===== src/rtl/traffic_sequencer_if.sv =====
// Signal bundle between the traffic sequencer and its surroundings:
// tick/sensor/walk/program inputs, the timing-parameter select/value pair and the lamp drives.
interface traffic_sequencer_if;
  logic       one_hz_enable;
  logic       sensor;
  logic       walk_request;
  logic       prog_sync;
  logic [3:0] value;
  logic [1:0] interval;
  logic [2:0] main_light;
  logic [2:0] side_light;
  logic       walk_light;
  logic [2:0] state;

  // master is the sequencer itself; slave is whatever drives its inputs and watches its lamps
  modport master (
    input  one_hz_enable, sensor, walk_request, prog_sync, value,
    output interval, main_light, side_light, walk_light, state
  );

  modport slave (
    output one_hz_enable, sensor, walk_request, prog_sync, value,
    input  interval, main_light, side_light, walk_light, state
  );
endinterface


===== src/rtl/traffic_sequencer.sv =====
// Moore intersection controller: selects a timing interval, loads its duration into a
// seconds countdown and steps the main/side/walk lamps each time the countdown expires.
module traffic_sequencer (
  input logic                 clock,
  input logic                 reset,
  traffic_sequencer_if.master bus
);

  typedef enum logic [2:0] {
    MG_BASE    = 3'd0,
    MG_EXT     = 3'd1,
    MAIN_YEL   = 3'd2,
    WALK       = 3'd3,
    SIDE_GREEN = 3'd4,
    SG_EXT     = 3'd5,
    SIDE_YEL   = 3'd6,
    ILLEGAL    = 3'd7
  } state_t;

  typedef enum logic [1:0] {
    PH_WAIT  = 2'd0,
    PH_LOAD  = 2'd1,
    PH_COUNT = 2'd2
  } phase_t;

  localparam logic [1:0] INT_BASE = 2'b00;
  localparam logic [1:0] INT_EXT  = 2'b01;
  localparam logic [1:0] INT_YEL  = 2'b10;

  localparam logic [2:0] LAMP_RED    = 3'b100;
  localparam logic [2:0] LAMP_YELLOW = 3'b010;
  localparam logic [2:0] LAMP_GREEN  = 3'b001;

  // The state register holds the raw code so a corrupted value (7) is visible and recoverable.
  logic [2:0] state_q;
  state_t     cur_state;
  state_t     state_d;
  state_t     expiry_target;
  logic [1:0] interval_q, interval_d;
  logic [3:0] counter_q, counter_d;
  phase_t     phase_q, phase_d;
  logic       walk_latched_q, walk_latched_d;
  logic [2:0] main_lamp, side_lamp;
  logic       walk_lamp;

  assign cur_state = state_t'(state_q);

  function automatic logic [1:0] interval_for(input state_t s);
    case (s)
      MG_EXT, WALK, SG_EXT: interval_for = INT_EXT;
      MAIN_YEL, SIDE_YEL:   interval_for = INT_YEL;
      default:              interval_for = INT_BASE;
    endcase
  endfunction

  always_ff @(posedge clock) begin
    if (reset) begin
      state_q        <= MG_BASE;
      interval_q     <= INT_BASE;
      counter_q      <= 4'd0;
      phase_q        <= PH_WAIT;
      walk_latched_q <= 1'b0;
    end else begin
      state_q        <= state_d;
      interval_q     <= interval_d;
      counter_q      <= counter_d;
      phase_q        <= phase_d;
      walk_latched_q <= walk_latched_d;
    end
  end

  // Where each state goes when its countdown runs out; sensor only matters on that edge.
  always_comb begin
    expiry_target = MG_BASE;
    case (cur_state)
      MG_BASE:    expiry_target = bus.sensor ? MAIN_YEL : MG_EXT;
      MG_EXT:     expiry_target = MAIN_YEL;
      MAIN_YEL:   expiry_target = walk_latched_q ? WALK : SIDE_GREEN;
      WALK:       expiry_target = SIDE_GREEN;
      SIDE_GREEN: expiry_target = bus.sensor ? SG_EXT : SIDE_YEL;
      SG_EXT:     expiry_target = SIDE_YEL;
      SIDE_YEL:   expiry_target = MG_BASE;
      default:    expiry_target = MG_BASE;
    endcase
  end

  always_comb begin
    state_d        = cur_state;
    interval_d     = interval_q;
    counter_d      = counter_q;
    phase_d        = phase_q;
    walk_latched_d = walk_latched_q;

    if (cur_state == ILLEGAL) begin
      state_d    = MG_BASE;
      interval_d = INT_BASE;
      counter_d  = 4'd0;
      phase_d    = PH_WAIT;
    end else begin
      // WAIT gives the parameter block a cycle to present the new interval's value.
      case (phase_q)
        PH_WAIT: phase_d = PH_LOAD;
        PH_LOAD: begin
          counter_d = (bus.value == 4'd0) ? 4'd1 : bus.value;
          phase_d   = PH_COUNT;
        end
        PH_COUNT: begin
          if (bus.one_hz_enable) begin
            counter_d = counter_q - 4'd1;
            if (counter_q == 4'd1) begin
              state_d    = expiry_target;
              interval_d = interval_for(expiry_target);
              phase_d    = PH_WAIT;
            end
          end
        end
        default: phase_d = PH_WAIT;
      endcase
    end

    if (bus.prog_sync) begin
      state_d    = MG_BASE;
      interval_d = INT_BASE;
      counter_d  = 4'd0;
      phase_d    = PH_WAIT;
    end

    // A request arriving on the very edge that enters WALK must not be lost.
    if ((state_d == WALK) && (cur_state != WALK)) begin
      walk_latched_d = 1'b0;
    end
    if (bus.walk_request) begin
      walk_latched_d = 1'b1;
    end
  end

  always_comb begin
    main_lamp = LAMP_RED;
    side_lamp = LAMP_RED;
    walk_lamp = 1'b0;
    case (cur_state)
      MG_BASE, MG_EXT:    main_lamp = LAMP_GREEN;
      MAIN_YEL:           main_lamp = LAMP_YELLOW;
      WALK:               walk_lamp = 1'b1;
      SIDE_GREEN, SG_EXT: side_lamp = LAMP_GREEN;
      SIDE_YEL:           side_lamp = LAMP_YELLOW;
      default: begin
        main_lamp = LAMP_RED;
        side_lamp = LAMP_RED;
      end
    endcase
  end

  assign bus.state      = state_q;
  assign bus.interval   = interval_q;
  assign bus.main_light = main_lamp;
  assign bus.side_light = side_lamp;
  assign bus.walk_light = walk_lamp;

endmodule


===== src/flat_wrapper.sv =====
// flat-port wrapper written by rule: the top's interface ports become plain ports
module traffic_sequencer_flat 
  (clock, reset, bus_one_hz_enable, bus_sensor, bus_walk_request, bus_prog_sync, bus_value, bus_interval, bus_main_light, bus_side_light, bus_walk_light, bus_state);
  traffic_sequencer_if bus_i ();
  input logic clock;
  input logic reset;
  input wire logic [$bits(bus_i.one_hz_enable)-1:0] bus_one_hz_enable;
  input wire logic [$bits(bus_i.sensor)-1:0] bus_sensor;
  input wire logic [$bits(bus_i.walk_request)-1:0] bus_walk_request;
  input wire logic [$bits(bus_i.prog_sync)-1:0] bus_prog_sync;
  input wire logic [$bits(bus_i.value)-1:0] bus_value;
  output wire logic [$bits(bus_i.interval)-1:0] bus_interval;
  output wire logic [$bits(bus_i.main_light)-1:0] bus_main_light;
  output wire logic [$bits(bus_i.side_light)-1:0] bus_side_light;
  output wire logic [$bits(bus_i.walk_light)-1:0] bus_walk_light;
  output wire logic [$bits(bus_i.state)-1:0] bus_state;
  assign bus_i.one_hz_enable = bus_one_hz_enable;
  assign bus_i.sensor = bus_sensor;
  assign bus_i.walk_request = bus_walk_request;
  assign bus_i.prog_sync = bus_prog_sync;
  assign bus_i.value = bus_value;
  assign bus_interval = bus_i.interval;
  assign bus_main_light = bus_i.main_light;
  assign bus_side_light = bus_i.side_light;
  assign bus_walk_light = bus_i.walk_light;
  assign bus_state = bus_i.state;
  traffic_sequencer u_core (.clock(clock), .reset(reset), .bus(bus_i));
endmodule

===== config.mk =====
export PLATFORM = sky130hd
export DESIGN_NAME = traffic_sequencer_flat
export DESIGN_NICKNAME = d
export VERILOG_FILES = /design/src/rtl/traffic_sequencer_if.sv /design/src/rtl/traffic_sequencer.sv /design/src/flat_wrapper.sv
export SDC_FILE = /design/constraint.sdc
export NUM_CORES = 1
export LEC_CHECK = 0
export ABC_AREA = 1
export BUFFER_PORTS_ARGS = -buffer_cell sky130_fd_sc_hd__buf_2
export CAP_MARGIN = 15
export CORE_MARGIN = 2
export CORE_UTILIZATION = 49
export DETAILED_ROUTE_END_ITERATION = 12
export GPL_ROUTABILITY_DRIVEN = 0
export PLACE_DENSITY = 0.82
export SYNTH_ARGS = -nofsm -noshare
export SYNTH_HDL_FRONTEND = slang
export SYNTH_SLANG_ARGS = --single-unit

===== constraint.sdc =====
create_clock -name clock -period 1.55 [get_ports clock]
set_input_delay 0.0775 -clock clock [delete_from_list [all_inputs] [get_ports clock]]
set_output_delay 0.0775 -clock clock [all_outputs]
set_load 0.01 [all_outputs]

Word-level counts from Yosys, hierarchy flattened
Cells that the tools add are included.
- $add $sub $neg: 1
- equality and inequality tests: 19
- muxes and demuxes: 21
- reductions and logical operators: 14
- operators with widths (kind ; count):
    equality test 3 bit (second input constant) ; 6
    two-way mux 3 bit ; 6
    case mux 3 bit (6 select lines) ; 1
    equality test 3 x 2 -> 1 bit (second input constant) ; 5
    case mux 3 bit (2 select lines) ; 2
    two-way mux 2 bit ; 4
    two-way mux 4 bit ; 2
    case mux 4 bit (2 select lines) ; 1
    equality test 3 x 1 -> 1 bit (second input constant) ; 2
    case mux 2 bit (3 select lines) ; 1
    OR reduction 2 bit ; 3
    OR reduction 3 bit ; 2
    equality test 4 x 1 -> 1 bit (second input constant) ; 1
    logical NOT 4 bit ; 1
    case mux 2 bit (2 select lines) ; 1
    AND reduction 2 bit ; 2
    nonzero test 2 bit ; 2
    subtractor 4 x 1 -> 4 bit (second input constant) ; 1
    logical NOT 3 bit ; 1
    two-way mux 1 bit ; 3
    != test 3 x 2 -> 1 bit (second input constant) ; 1
    AND reduction 3 bit ; 1
    equality test 2 x 1 -> 1 bit (second input constant) ; 1
    equality test 2 bit (second input constant) ; 1
    4 further kinds ; 4
- register bits: 12
- output and inout bits: 12
- logic and storage cells: 60

Logic depth before layout (Yosys ltp)
Gate-level depths: netlist (run 1).
- depth in word-level cells: 11
- gate-level depth with buffers: 11
- mapped depth without buffers: 11

Worst setup path before layout (run 1)
No wires, ideal clock.
- path kind: register to register
- from: register u_core.counter_q[0]
- to: register u_core.walk_latched_q
- data arrival time: 1.181 ns
- data required time: 1.436 ns
- slack: 0.255 ns
- cell stages (with the launch flop): 11
- cell sequence: dfxtp_1 -> ha_1 -> nand2_1 -> inv_1 -> nand3_2 -> clkinv_2 -> nand2_1 -> a21oi_1 -> nand3_1 -> nand2_1 -> a21oi_2
- word-level cells in the longest chain between the ends: 9
- RTL lines (element ; line ; source):
    start, declared ; traffic_sequencer.sv:40 ; logic [3:0] counter_q, counter_d;
    start signal, assigned ; traffic_sequencer.sv:66 ; counter_q <= counter_d;
    equality test 4 x 1 -> 1 bit ; traffic_sequencer.sv:110 ; if (counter_q == 4'd1) begin
    two-way mux 3 bit ; traffic_sequencer.sv:110 ;
    two-way mux 3 bit ; traffic_sequencer.sv:108 ; if (bus.one_hz_enable) begin
    two-way mux 3 bit ; traffic_sequencer.sv:101 ; case (phase_q)
    two-way mux 3 bit ; traffic_sequencer.sv:94 ; if (cur_state == ILLEGAL) begin
    two-way mux 3 bit ; traffic_sequencer.sv:121 ; if (bus.prog_sync) begin
    equality test 3 x 2 -> 1 bit ; traffic_sequencer.sv:129 ; if ((state_d == WALK) && (cur_state != WALK)) begin
    logical AND 1 bit ; traffic_sequencer.sv:129 ;
    nonzero test 2 bit (no source line) ; -- ;
    end signal, assigned ; traffic_sequencer.sv:68 ; walk_latched_q <= walk_latched_d;
    end, declared ; traffic_sequencer.sv:42 ; logic walk_latched_q, walk_latched_d;
No other way between the ends.
A chain may end at the register's enable or synchronous reset.

Worst setup path after layout (run 1)
Same ends and word-level chain as after synthesis.

==> results by group, run 1 <==
Synth
  • Synth top area share: approximately a third
  • Synth Cell Area: 741 sq um
  • Count leader, synth: nand2_1
  • Synth cell types: 25
  • Post-Syn Instances: ~110
  • Synthesized net count: roughly 130
  • Synth area leaders: dfxtp_1, nand2_1, inv_1, a21oi_1, nand3_1
  • Synth Warn #: 0
  • EDFF count, synth: 0
  • Seq/Total Area, Yosys: around 32%
  • Avg Cell Area, Syn: approximately 6.5 sq um
  • Top cells by count, synth: nand2_1, inv_1, dfxtp_1
  • Area leader, netlist: dfxtp_1
  • Flop and latch count out of synthesis: 12
  • Async set or reset register ratio after synthesis: 0%
  • Top FF cell, synth: dfxtp_1

Clock tree
  • Clock latency on the worst-skew pair: 0.27 ns
  • Clock Tree Root: clkbuf_4
  • CTS tree: built
  • TritonCTS Buffers: 3
  • Post-CTS repair timing setup buffer count: 0
  • Htree depth: 1
  • Clk sinks: 12
  • Clock Path Buffers: 2
  • Worst-path clk slew: 0.07 ns

Routing
  • Avg Vias per Cell: approximately 5
  • Initial drt markers: 9
  • DRT Pass-1 Iters: 4
  • DRC Markers: 0
  • DRT antenna net count: 0
  • DR vias: 763
  • Routed len/inst: between 9 and 10 um
  • DRT Wirelength: 1.53 mm

Power and ir drop
  • Pwr per Cell Area: a little over 700 mW/mm^2
  • Total leakage power: between 0.4 and 0.5 nW
  • Peak VDD IR: between 0.0005 and 0.0006 V

Critical path
  • CP arrival: 1.59 ns
  • Crit path kind: flip-flop to flip-flop
  • FF-to-FF setup slack: approximately 0.13 ns
  • Startpoint class of the critical path: flip-flop
  • Max incr delay on CP: between 0.3 and 0.4 ns
  • R2r startpoint: u_core.counter_q[0]$_SDFFE_PP0P_
  • Max stage delay cell, worst path: dfxtp_1
  • Capturing point of the worst reg2reg path: u_core.walk_latched_q$_SDFFE_PP0P_
  • Max FO, Critical Path: 5
  • R2r worst-path depth: 10
  • Crit path required time: 1.73 ns
  • Top cell by count, worst path: nand2_1
  • Worst setup EP type: flip-flop
  • Critical Path, Cell by Cell: ha_1, nand2_1, inv_1, nand3_4, clkinv_2, nand2_1, a21oi_1, nand3_1, nand2_1, a21oi_2

Timing
  • Fmax achieved: just over 700 MHz
  • Crit share post-route: 91.4%
  • Fin crit period: 1.42 ns
  • Max Slew Vio Count: 0
  • Clock Skews: ~0.0011 ns
  • Finish-stage setup viols: 0
  • Least-Margin Pin Slew: a little over 0.4 ns
  • Max_slew headroom: between 70% and 80%
  • Final hold vios: 0

Job
  • Max_cap viols: 0

Final layout
  • Share of cells above drive strength 1: 24.6%
  • Fillers: approximately 150
  • Area Overhead vs Synth: 21.8%
  • Reg area: approximately 240 sq um
  • # diodes: 0
  • Layout Utilization: between 60 and 70%
  • Multi-input logic area: between 400 and 500 sq um
  • Layout Nets: ~150
  • Final instance area: around 900 sq um

Hold path
  • Hold crit path type: input pin to flip-flop
  • Worst hold path startpoint: bus_walk_request
  • WHS Endpoint: u_core.walk_latched_q$_SDFFE_PP0P_
  • Worst hold stages: 3

Floorplan
  • Die Wd: approximately 43 um
  • Initial core utilization: between 50% and 60%
  • Die Area: 0.00184 sq mm
  • Core Area: 0.00145 sq mm
  • Chip Height: 42.9 um
  • Rows: 14
  • # IOs: 22

Global routing
  • Aggregate global routing overflow: 0
  • Initial antenna violation count: 0
  • Total global routing track utilization: between 10% and 20%
  • First-pass GRT wire length: approximately 2.6 mm
  • Largest net degree at the start of global routing: 13
  • Vias in the first global route: ~670

Placement
  • Area post-placement: roughly 850 sq um
  • Dpl hpwl: 1.19 mm
  • Buffers on Ports: 21

Status
  • Status: finished, final reports clean
==> per-layer routing <==
metal	wire length (um)	vias to the layer above	GRT usage (%)
li1	-	407	-
met1	665	332	20.7
met4	24	0	11.3
met3	74	4	3.83
met5	0	-	0
met2	762	20	33.9
==> flip-flops by register name (all words and copies together) (netlist names) <==
signal	count
u_core.walk_latched_q	1
u_core.counter_q	4
u_core.bus.state	3
u_core.bus.interval	2
u_core.phase_q	2
==> worst max path at each step <==
stage	from	to	cells after the start
6_report	u_core.counter_q[0]$_SDFFE_PP0P_	u_core.walk_latched_q$_SDFFE_PP0P_	10
2_1_floorplan	u_core.counter_q[0]$_SDFFE_PP0P_	u_core.walk_latched_q$_SDFFE_PP0P_	10
3_3_place_gp	u_core.counter_q[1]$_SDFFE_PP0P_	u_core.walk_latched_q$_SDFFE_PP0P_	11
5_1_grt	u_core.counter_q[0]$_SDFFE_PP0P_	u_core.walk_latched_q$_SDFFE_PP0P_	10
4_1_cts	u_core.counter_q[1]$_SDFFE_PP0P_	u_core.walk_latched_q$_SDFFE_PP0P_	11
3_5_place_dp	u_core.counter_q[1]$_SDFFE_PP0P_	u_core.walk_latched_q$_SDFFE_PP0P_	11
==> metrics by stage <==
step / TNS [ns] / power, mW / hold slack, ns / std cells / setup slack, ns
after CTS: 0 / 0.640 / 0.0399 / 154 / 0.127
after global routing: -0.0195 / 0.666 / 0.0637 / 154 / -0.0195
after global placement: 0 / 0.390 / 0.265 / 149 / 0.193
after floorplan: 0 / 0.369 / 0.140 / 114 / 0.255
after detailed placement: 0 / 0.392 / 0.269 / 149 / 0.134
final: 0 / 0.637 / 0.0613 / 154 / 0.134
==> layout make-up <==
type | instances | area share, %
Sequential cell | 12 | 26.8
Inverter | 20 | 8.46
Clock buffer | 4 | 4.02
Timing Repair Buffer | 22 | 12.8
Multi-Input combinational cell | 80 | 45.8
Tap cell | 16 | 2.22
==> cells in the final DEF (no fill, tap or decap) <==
master	count
dfxtp_1	11
nand4_1	1
dfxtp_2	1
nor2_4	1
inv_2	2
clkbuf_4	3
nand2_1	33
o311ai_0	1
inv_1	17
o21ai_2	1
xor2_1	2
nand3b_1	1
o21ai_0	2
a21oi_1	10
nor2_2	1
dlygate4sd3_1	1
buf_2	21
clkinv_2	1
nand3_4	1
a21oi_2	1
or2_1	1
nand3_1	8
clkbuf_8	1
nor2_1	8
ha_1	2
a211oi_1	2
o21ai_1	1
nor3_1	3
==> repair_timing <==
action                     4_1_cts  5_1_grt
hold endpoints to repair         2        0
resized for setup                0        3
hold buffers                     1        0
setup endpoints to repair        0        1
==> critical path, delay by kind of cell, from the launching register on <==
| kind | cells | cell delay (ns) |
|---|---|---|
| compound gates | 2 | 0.19 |
| fa+ha+maj | 1 | 0.17 |
| simple gates | 5 | 0.38 |
| flops | 1 | 0.39 |
| buf+inv | 2 | 0.19 |
==> where the power goes <==
| group | switching, mW | internal (mW) | total [mW] |
|---|---|---|---|
| Clock | 0.107 | 0.143 | 0.249 |
| Sequential | 0.00683 | 0.315 | 0.322 |
| Combinational | 0.0373 | 0.0279 | 0.0652 |
| Total | 0.151 | 0.486 | 0.637 |
==> logic make-up after synthesis <==
family                     Yosys count  share of synthesized area (%)
AOI/OAI and AO/OA                   18                           14.4
xor gates and xnor gates             2                           2.37
adders and majority gates            2                           3.38
buffers and inverters               22                           12.8
DFF                                 12                           32.4
and+or+nand+nor                     58                           34.6
(Power assumes the default switching activity.)
==> run 2: changes to the inputs <==
Settings changed: RECOVER_POWER set to 50.
==> run 2 against run 1 <==
- clock power is essentially flat
- global-route usage did not move
- largest cell class unchanged
- worst setup slack about the same
- critical path type unchanged
==> results by group, run 2 (synthesis gave the netlist of run 1 again) <==
Timing
  • WHS: 0.0628 ns (+0.00152 ns)
  • Fin worst setup slack: 0.134 ns (+0.000149 ns)
  • Max Slew Vio Count: 0 (unchanged)
  • Max_slew headroom: 72.7% (-0.46 points)
  • Least-Margin Pin Slew: 0.409 ns (+0.00682 ns)
  • Finish-stage setup viols: 0 (unchanged)
  • Setup TNS: 0 ns (unchanged)
  • Crit share post-route: 91.4% (about the same)
  • Clock Skews: 0.000757 ns (-0.000339 ns)
  • Fin crit period: 1.42 ns (-0.000149 ns)
  • Final hold vios: 0 (unchanged)
  • Fmax achieved: 706 MHz (about the same)

Routing
  • DRC Markers: 0 (unchanged)
  • Initial drt markers: 13 (+4)
  • DRT antenna net count: 0 (unchanged)
  • Avg Vias per Cell: 4.95 (unchanged)
  • DRT Wirelength: 1.54 mm (+0.72%)
  • Routed len/inst: 9.99 um (+0.72%)
  • DRT Pass-1 Iters: 4 (unchanged)
  • DR vias: 763 (unchanged)

Critical path
  • Max stage delay cell, worst path: dfxtp_1
  • Max incr delay on CP: 0.39 ns (about the same)
  • Crit path required time: 1.73 ns (about the same)
  • R2r startpoint: u_core.counter_q[0]$_SDFFE_PP0P_
  • Critical Path, Cell by Cell: ha_1, nand2_1, inv_1, nand3_4, clkinv_2, nand2_1, a21oi_1, nand3_1, nand2_1, a21oi_2
  • Worst setup EP type: flip-flop
  • CP arrival: 1.59 ns (about the same)
  • Crit path kind: flip-flop to flip-flop
  • Startpoint class of the critical path: flip-flop
  • Worst setup startpoint: u_core.counter_q[0]$_SDFFE_PP0P_
  • Top cell by count, worst path: nand2_1
  • Max FO, Critical Path: 5 (unchanged)

Final layout
  • Area Overhead vs Synth: 20.8%
  • Share of cells above drive strength 1: 20.3% (-4.3 points)
  • Final instance area: 895 sq um (-0.83%)
  • Most common cell after layout, fill and taps aside: nand2_1
  • # diodes: 0 (unchanged)
  • Layout Nets: 151 (unchanged)
  • Max FFs per register: 4 (unchanged)
  • Layout Utilization: 61.5% (-0.52 points)
  • Largest Register: u_core.counter_q
  • Fillers: 158 (+2.6%)
  • Multi-input logic area: 413 sq um (unchanged)
  • Most frequent cells in the layout: nand2_1, inv_1, buf_2, dfxtp_1, a21oi_1
  • Reg area: 241 sq um (unchanged)

Clock tree
  • Post-CTS repair timing setup buffer count: 0 (unchanged)
  • Clock Path Buffers: 2 (unchanged)
  • Clock latency on the worst-skew pair: 0.27 ns (about the same)
  • Clock Tree Root: clkbuf_4
  • Clk sinks: 12 (unchanged)
  • Htree depth: 1 (unchanged)
  • Worst-path clk slew: 0.07 ns (about the same)
  • TritonCTS Buffers: 3 (unchanged)
  • CTS tree: built

Global routing
  • Aggregate global routing overflow: 0 (unchanged)
  • Largest net degree at the start of global routing: 13 (unchanged)
  • Initial antenna violation count: 0 (unchanged)
  • First-pass GRT wire length: 2.62 mm (unchanged)
  • Total global routing track utilization: 19.2% (unchanged)
  • Vias in the first global route: 669 (unchanged)

Power and ir drop
  • Sequential power share: 50.7% (about the same)
  • Sw Pwr: 0.150 mW (-0.69%)
  • Comb pwr share: 10.3% (about the same)
  • Internal Dissipation: 0.486 mW (about the same)
  • Sw Ratio: 23.5% (-0.13 points)
  • Peak VDD IR: 0.000508 V (about the same)
  • Total leakage power: 0.438 nW (-5.0%)
  • Clock network power share: 39.1% (about the same)
  • Pwr per Cell Area: 711 mW/mm^2 (+0.67%)

Hold path
  • Worst hold path startpoint: bus_walk_request
  • Hold crit path type: input pin to flip-flop

Floorplan
  • Die Area: 0.00184 sq mm (unchanged)
  • Rows: 14 (unchanged)
  • Initial core utilization: 50.9% (unchanged)
  • Chip Height: 42.9 um (unchanged)
  • Die Wd: 42.9 um (unchanged)
  • # IOs: 22 (unchanged)
  • Core Area: 0.00145 sq mm (unchanged)

Placement
  • Area post-placement: 847 sq um (unchanged)
  • Place WS: 0.134 ns (unchanged)
  • Buffers on Ports: 21 (unchanged)
  • Dpl hpwl: 1.19 mm (unchanged)

Job
  • Max_cap viols: 0 (unchanged)

Status
  • Status: finished, final reports clean
==> run 2: power by group through the flow <==
stage / logic (mW) / clock network (mW) / registers (mW)
finish: 0.0653 / 0.248 / 0.322
global route: 0.0751 / 0.268 / 0.324
CTS: 0.0650 / 0.253 / 0.322
floorplan: 0.0408 / 0 / 0.328
detailed placement: 0.0626 / 0 / 0.329
global placement: 0.0611 / 0 / 0.329
==> run 2: routing by layer <==
layer  global-route usage (%)  wire length [um]  vias up
li1                         -                 -      407
met1                     20.7               683      332
met2                     33.9               754       20
met3                     3.83                75        4
met4                     11.3                24        0
met5                        0                 0        -
==> run 2: final cells by class <==
cell class | count | share of cell area, %
Inverter | 20 | 8.53
Multi-Input combinational cell | 80 | 46.2
Sequential cell | 12 | 27.0
Tap cell | 16 | 2.24
Clock buffer | 4 | 4.06
Timing Repair Buffer | 22 | 12.0
==> run 2: critical path, delay by kind of cell, from the launching register on <==
kind	cells	cell delay, ns
AOI/OAI and AO/OA	2	0.19
adders and majority gates	1	0.17
buffers and inverters	2	0.19
DFF	1	0.39
and+or+nand+nor	5	0.37
==> run 2: final timing paths <==
kind / depth (start not counted) / end / slack, ns
setup / recovery: 10 / u_core.walk_latched_q$_SDFFE_PP0P_ / 0.13
hold / removal: 3 / u_core.walk_latched_q$_SDFFE_PP0P_ / 0.06
setup reg to reg: 10 / u_core.walk_latched_q$_SDFFE_PP0P_ / 0.13
hold reg to reg: 1 / u_core.phase_q[0]$_SDFFE_PP0P_ / 0.43
==> run 2: timing repair <==
action,in CTS,in global routing
gates resized for setup,0,3
endpoints found under the hold margin,2,0
hold buffers,1,0
setup endpoints to repair,0,1
==> run 2: through the flow <==
step                      cells  total power [mW]
final                       154             0.636
after global routing        154             0.666
after CTS                   154             0.640
after detailed placement    149             0.392
after global placement      149             0.390
after floorplan             114             0.369
